[src/rtl/inst_queue.sv]
// rtl/inst_queue.sv - dual-issue in-order instruction buffer feeding dispatch
module inst_queue #(
    parameter int DEPTH        = 8,
    parameter int INS_PART_WID = 4
) (
    input  logic                      clk,
    input  logic                      rst_n,
    input  logic                      flush,
    input  logic                      wr1_valid,
    input  logic [4*INS_PART_WID-1:0] wr1_data,
    input  logic                      wr2_valid,
    input  logic [4*INS_PART_WID-1:0] wr2_data,
    output logic                      wr_ready,
    output logic                      inst_1_valid,
    output logic [INS_PART_WID-1:0]   inst_1_type,
    output logic [INS_PART_WID-1:0]   inst_1_dest,
    output logic [INS_PART_WID-1:0]   inst_1_src0,
    output logic [INS_PART_WID-1:0]   inst_1_src1,
    input  logic                      inst_1_fetch,
    output logic                      inst_2_valid,
    output logic [INS_PART_WID-1:0]   inst_2_type,
    output logic [INS_PART_WID-1:0]   inst_2_dest,
    output logic [INS_PART_WID-1:0]   inst_2_src0,
    output logic [INS_PART_WID-1:0]   inst_2_src1,
    input  logic                      inst_2_fetch,
    output logic [$clog2(DEPTH):0]    count
);

    localparam int PW = $clog2(DEPTH);
    localparam int CW = PW + 1;
    localparam int DW = 4 * INS_PART_WID;

    logic [DW-1:0] r_mem [DEPTH];
    logic [PW-1:0] r_rd_ptr;
    logic [PW-1:0] r_wr_ptr;
    logic [CW-1:0] r_count;

    logic          w_pop1;
    logic          w_pop2;
    logic          w_push1;
    logic          w_push2;
    logic [1:0]    w_pop_n;
    logic [1:0]    w_push_n;
    logic [PW-1:0] w_rd_ptr_p1;
    logic [PW-1:0] w_wr_ptr_p1;
    logic [DW-1:0] w_head;
    logic [DW-1:0] w_second;

    assign count        = r_count;
    assign inst_1_valid = (r_count != '0);
    assign inst_2_valid = (r_count >= CW'(2));
    // Readiness looks only at the registered count; a same-cycle pop never frees room early.
    assign wr_ready     = (r_count <= CW'(DEPTH - 2));

    assign w_pop1   = inst_1_fetch & inst_1_valid;
    assign w_pop2   = inst_2_fetch & inst_2_valid & w_pop1;
    assign w_push1  = wr1_valid & wr_ready;
    assign w_push2  = wr2_valid & w_push1;
    assign w_pop_n  = {1'b0, w_pop1} + {1'b0, w_pop2};
    assign w_push_n = {1'b0, w_push1} + {1'b0, w_push2};

    assign w_rd_ptr_p1 = r_rd_ptr + PW'(1);
    assign w_wr_ptr_p1 = r_wr_ptr + PW'(1);

    assign w_head   = inst_1_valid ? r_mem[r_rd_ptr]    : '0;
    assign w_second = inst_2_valid ? r_mem[w_rd_ptr_p1] : '0;

    assign {inst_1_type, inst_1_dest, inst_1_src0, inst_1_src1} = w_head;
    assign {inst_2_type, inst_2_dest, inst_2_src0, inst_2_src1} = w_second;

    always_ff @(posedge clk) begin
        if (!rst_n || flush) begin
            r_rd_ptr <= '0;
            r_wr_ptr <= '0;
            r_count  <= '0;
        end else begin
            r_rd_ptr <= r_rd_ptr + PW'(w_pop_n);
            r_wr_ptr <= r_wr_ptr + PW'(w_push_n);
            r_count  <= r_count - CW'(w_pop_n) + CW'(w_push_n);
        end
    end

    // Storage is deliberately left unreset; invalid slots are masked on the read side.
    always_ff @(posedge clk) begin
        if (w_push1 && !flush) begin
            r_mem[r_wr_ptr] <= wr1_data;
        end
        if (w_push2 && !flush) begin
            r_mem[w_wr_ptr_p1] <= wr2_data;
        end
    end

endmodule

[config.mk]
export PLATFORM = sky130hd
export DESIGN_NAME = inst_queue
export DESIGN_NICKNAME = d
export VERILOG_FILES = /design/src/rtl/inst_queue.sv
export SDC_FILE = /design/constraint.sdc
export NUM_CORES = 1
export LEC_CHECK = 0
export ABC_CLOCK_PERIOD_IN_PS = 3500
export CAP_MARGIN = 20
export CELL_PAD_IN_SITES_DETAIL_PLACEMENT = 0
export CELL_PAD_IN_SITES_GLOBAL_PLACEMENT = 1
export CORE_MARGIN = 2
export CORE_UTILIZATION = 49
export DETAILED_ROUTE_END_ITERATION = 10
export PLACE_DENSITY = 0.79
export SYNTH_ARGS = -nofsm -noshare
export SYNTH_HDL_FRONTEND = slang
export SYNTH_SLANG_ARGS = --single-unit
[constraint.sdc]
create_clock -name clk -period 3.5 [get_ports clk]
set_input_delay 0.875 -clock clk [delete_from_list [all_inputs] [get_ports clk]]
set_output_delay 0.875 -clock clk [all_outputs]
set_load 0.005 [all_outputs]
# Word-level counts from Yosys, hierarchy flattened
# Memories as Yosys holds them, arrays and structs flattened. A register that Yosys moved wholly into a read port is not among the register bits.
# Index checks and enable logic that the tools add are counted.
# totals
reg_bits,10
latchBits,0
mem_bits_rw,128
romBits,0
elab_cells,32
n_memories,1
# memory_table
name,words,word_bits,rd,rd_ports_with_merged_regs,write_ports,line,rtl
r_mem,8,16,2,1,2,33,logic [DW-1:0] r_mem [DEPTH];
# classes
n_addsub,8
n_mul,0
n_div,0
order_cmp,2
eq_ne,0
n_shift,0
n_mux,7
bitwise,5
reduce_logical,6
# op_table
operator,count
$mux W16,2
$add A3 B1 Y3 const B,2
$add A3 B2 Y3,2
$and A1 B1 Y1,5
$add A1 B1 Y2,2
$add A4 B2 Y4,1
$ge A4 B2 Y1 const B,1
$le A4 B3 Y1 const B,1
$mux W1,4
$reduce_bool A4 Y1,1
$sub A4 B2 Y4,1
$mux W3,1
$logic_and A1 B1 Y1,2
$logic_not A1 Y1,2
$logic_or A1 B1 Y1,1

# Longest topological paths before layout
# logic_depth
word_depth,6
depth_mapped,13

# Worst setup path after synthesis
# OpenSTA, ideal clock, no wires.
# synth_timing
path_type,input -> register
from,in wr2_valid
to,"reg r_count[3], in the netlist count[3]"
t_arrival_ns,2.620
path_slack_ns,0.762
cell_stages,9
n_path_buf,1
path_cell_list,buf_2 -> o2111ai_2 -> fa_1 -> inv_1 -> ha_1 -> a21o_1 -> a21oi_1 -> xnor2_1 -> nor2_1
# synth_between
elab_chain_cells,3
# synth_rtl
element,line,rtl
from (decl),11,"input logic wr2_valid,"
$and A1 B1 Y1,58,assign w_push2 = wr2_valid & w_push1;
$add A1 B1 Y2,60,"assign w_push_n = {1'b0, w_push1} + {1'b0, w_push2};"
$add A4 B2 Y4,79,r_count <= r_count - CW'(w_pop_n) + CW'(w_push_n);
to (signal assigned),79,
to (decl),36,logic [CW-1:0] r_count;
# No other way between the ends.
# A chain may end at the register's enable or synchronous reset.

# Worst setup path in the final report
# layout_timing
from,reg r_rd_ptr[0]
to,out inst_2_type[3]
# layout_between
elab_chain_cells,3
# layout_rtl
element,line,rtl
from (decl),34,logic [PW-1:0] r_rd_ptr;
from (signal assigned),77,r_rd_ptr <= r_rd_ptr + PW'(w_pop_n);
$add A3 B1 Y3,62,assign w_rd_ptr_p1 = r_rd_ptr + PW'(1);
$mem_v2 Z8 W16,--,
$mux W16,66,assign w_second = inst_2_valid ? r_mem[w_rd_ptr_p1] : '0;
to (decl),21,"output logic [INS_PART_WID-1:0] inst_2_type,"
# No other way between the ends.

==> impl_metrics.json <==
{
  "critPathKind": "reg2out",
  "grt_max_degree": 49,
  "clk_pin_slew_worst_paths_ns": 0.06,
  "synth.top_cells.by_count": "edfxtp_1 (128), mux2_2 (118), mux4_2 (64)",
  "die_w_um": 135,
  "io_buffers": 77,
  "clock_skew_ns": 0.00907,
  "hold_class": "reg2reg",
  "first_global_vias": 5799,
  "syn-num-nets": 623,
  "cts_setup_buffers": 0,
  "ys_types": 41,
  "setup_viol": 0,
  "dr.pass1.iters": 6,
  "min_period_ns": 3.41,
  "ys_warn_count": 0,
  "synth_area_leaders": "edfxtp_1 (46%), mux4_2 (17%), mux2_2 (16%)",
  "synth_top_cell_area_share_pct": 45.6,
  "crit_required_ns": 2.62,
  "drtIter0Drc": 442,
  "n_antenna_cell": 0,
  "maxCapViolCount": 0,
  "drc_errors": 0,
  "clock_latency_ns": 0.43,
  "worstPathArrival_ns": 2.54,
  "fp.coreArea_sq_um": 16700,
  "ys_ff_latch": 138,
  "p_per_area_nw_per_um2": 582,
  "nets": 717,
  "avgSynthCellArea_sq_um": 14.8,
  "whs_ns": 0.635,
  "area_growth_pct": 20.6,
  "period_share_pct": 97.5,
  "synth_edf_count": 128,
  "syn-instance-count": 570,
  "fmax_mhz": 293,
  "routed-via-count": 5502,
  "grt_usage_pct": 25.5,
  "htreeDepth": 4,
  "cts_made_buffers": 17,
  "cts.sinks": 138,
  "ir_drop_mv": 0.592,
  "power_leakage_nw": 3.52,
  "seqCellArea_sq_um": 4050,
  "path_max_fanout": 24,
  "setup.worst_path.end_class": "output port",
  "cts_resized": 0,
  "placed_cell_area_sq_um": 9600,
  "cts_buffer_depth": 2,
  "antenna_found_initial": 0,
  "ant_nets": 0,
  "hold_viol_final": 0,
  "grt_pass1_wl_um": 33800,
  "synthArstFlopShare_pct": 0,
  "fill_cells": 1309,
  "stdcell_area_sq_um": 10200,
  "io_pins": 78,
  "setup-tns-final_ns": 0,
  "routed_wl_um": 21800,
  "start_kind": "flop",
  "drive_gt1_share_pct": 40.6,
  "worst_slew_pin_slew_ns": 0.778,
  "wire_per_inst_um": 24.3,
  "cts_tree": "done",
  "rsz0062_at_grt": "false",
  "ys_seq_area_share_pct": 48.0,
  "yosysMostFrequentCell": "edfxtp_1",
  "gp_congestion": 0.806,
  "vias_per_cell": 6.13,
  "synth_area_leader_cell": "edfxtp_1",
  "synth_area_sq_um": 8430,
  "cts_hold_buf": 0,
  "slew_violations": 0,
  "relSlewSlack_pct": 48.0,
  "initial_utilization_pct": 50.4,
  "die_y_um": 135,
  "num_rows": 47,
  "multiInputGateArea_sq_um": 4030,
  "dieArea_sq_um": 18300,
  "globalRouteOverflowTotal": 0,
  "dp_hpwl_um": 13700,
  "status": "completed",
  "cts_root_buf": "clkbuf_16",
  "synth_ff_type": "edfxtp_1"
}
==> path summary, 6_finish.rpt <==
check | slack (ns) | endpoint | start | depth (start not counted)
setup reg to reg | 0.62 | count[3] | count[3] | 12
setup / recovery | 0.09 | inst_2_type[3] | r_rd_ptr[0] | 6
hold / removal | 0.64 | r_rd_ptr[2] | r_rd_ptr[2] | 2
hold reg to reg | 0.64 | r_rd_ptr[2] | r_rd_ptr[2] | 2
==> routing by layer <==
metal,track usage [%],vias up,share of wire (%)
met5,0,-,0
met4,8.51,0,1.6
met3,3.82,28,5.1
met2,44.4,200,53
met1,33.0,2836,41
li1,-,2438,-
==> layout by cell type (no fill, tap or decap), types with 17 or more instances in the layout <==
| cell | count |
|---|---|
| inv_1 | 42 |
| clkbuf_16 | 17 |
| clkdlybuf4s50_1 | 77 |
| mux4_2 | 64 |
| buf_4 | 34 |
| nor2_1 | 17 |
| o22ai_1 | 17 |
| nand3_1 | 34 |
| nand2_1 | 23 |
| mux2_2 | 118 |
| edfxtp_1 | 128 |
==> logic make-up (layout without fill, tap and decap cells) <==
logic type / Yosys count / after routing / share of synthesized area (%)
and+or+nand+nor: 103 / 103 / 6.91
adders and majority gates: 14 / 14 / 2.44
AOI/OAI and AO/OA: 33 / 33 / 2.87
muxes: 192 / 192 / 34.7
xor gates and xnor gates: 8 / 8 / 0.832
DFF: 138 / 138 / 48.0
buffers and inverters: 82 / 189 / 4.31
==> where the power goes <==
| part | internal (mW) | leakage, nW | switching (mW) | total, mW |
|---|---|---|---|---|
| Combinational | 1.18 | 2.01 | 1.10 | 2.28 |
| Clock | 0.978 | 0.266 | 0.723 | 1.70 |
| Sequential | 1.88 | 1.24 | 0.0448 | 1.93 |
| Total | 4.04 | 3.52 | 1.87 | 5.91 |
==> per-stage QoR <==
step                utilization, %  instances  total power [mW]  setup WS (ns)
detailed placement            57.5        865              4.25          0.230
global placement              57.5        865              4.21          0.257
floorplan                        -        570              3.16          0.762
finish                        60.8        897              5.91         0.0891
global route                  60.8        897              6.19        0.00628
CTS                           60.8        897              5.95         0.0663
==> sequential cells by signal, indices dropped and copies added, names as in the netlist <==
| name | cells |
|---|---|
| count | 4 |
| r_rd_ptr | 3 |
| r_wr_ptr | 3 |
| r_mem | 128 |
==> worst max-delay path, stage by stage (launching register included) <==
cell	delay [ns]
dfxtp_4	0.36
ha_1	0.35
buf_12	0.23
mux4_2	0.53
nand3_1	0.09
nand2_1	0.08
clkdlybuf4s50_1	0.45
==> layout make-up <==
cell class                 count  area share [%]
sequential                   138            39.9
multi-input combinational    350            39.7
timing repair buffer         114            10.7
clock buffer                  18            4.23
tap                          220            2.71
inverter                      43            1.59
clock inverter                14            1.23
No activity file was read; power rests on OpenSTA's default activity.
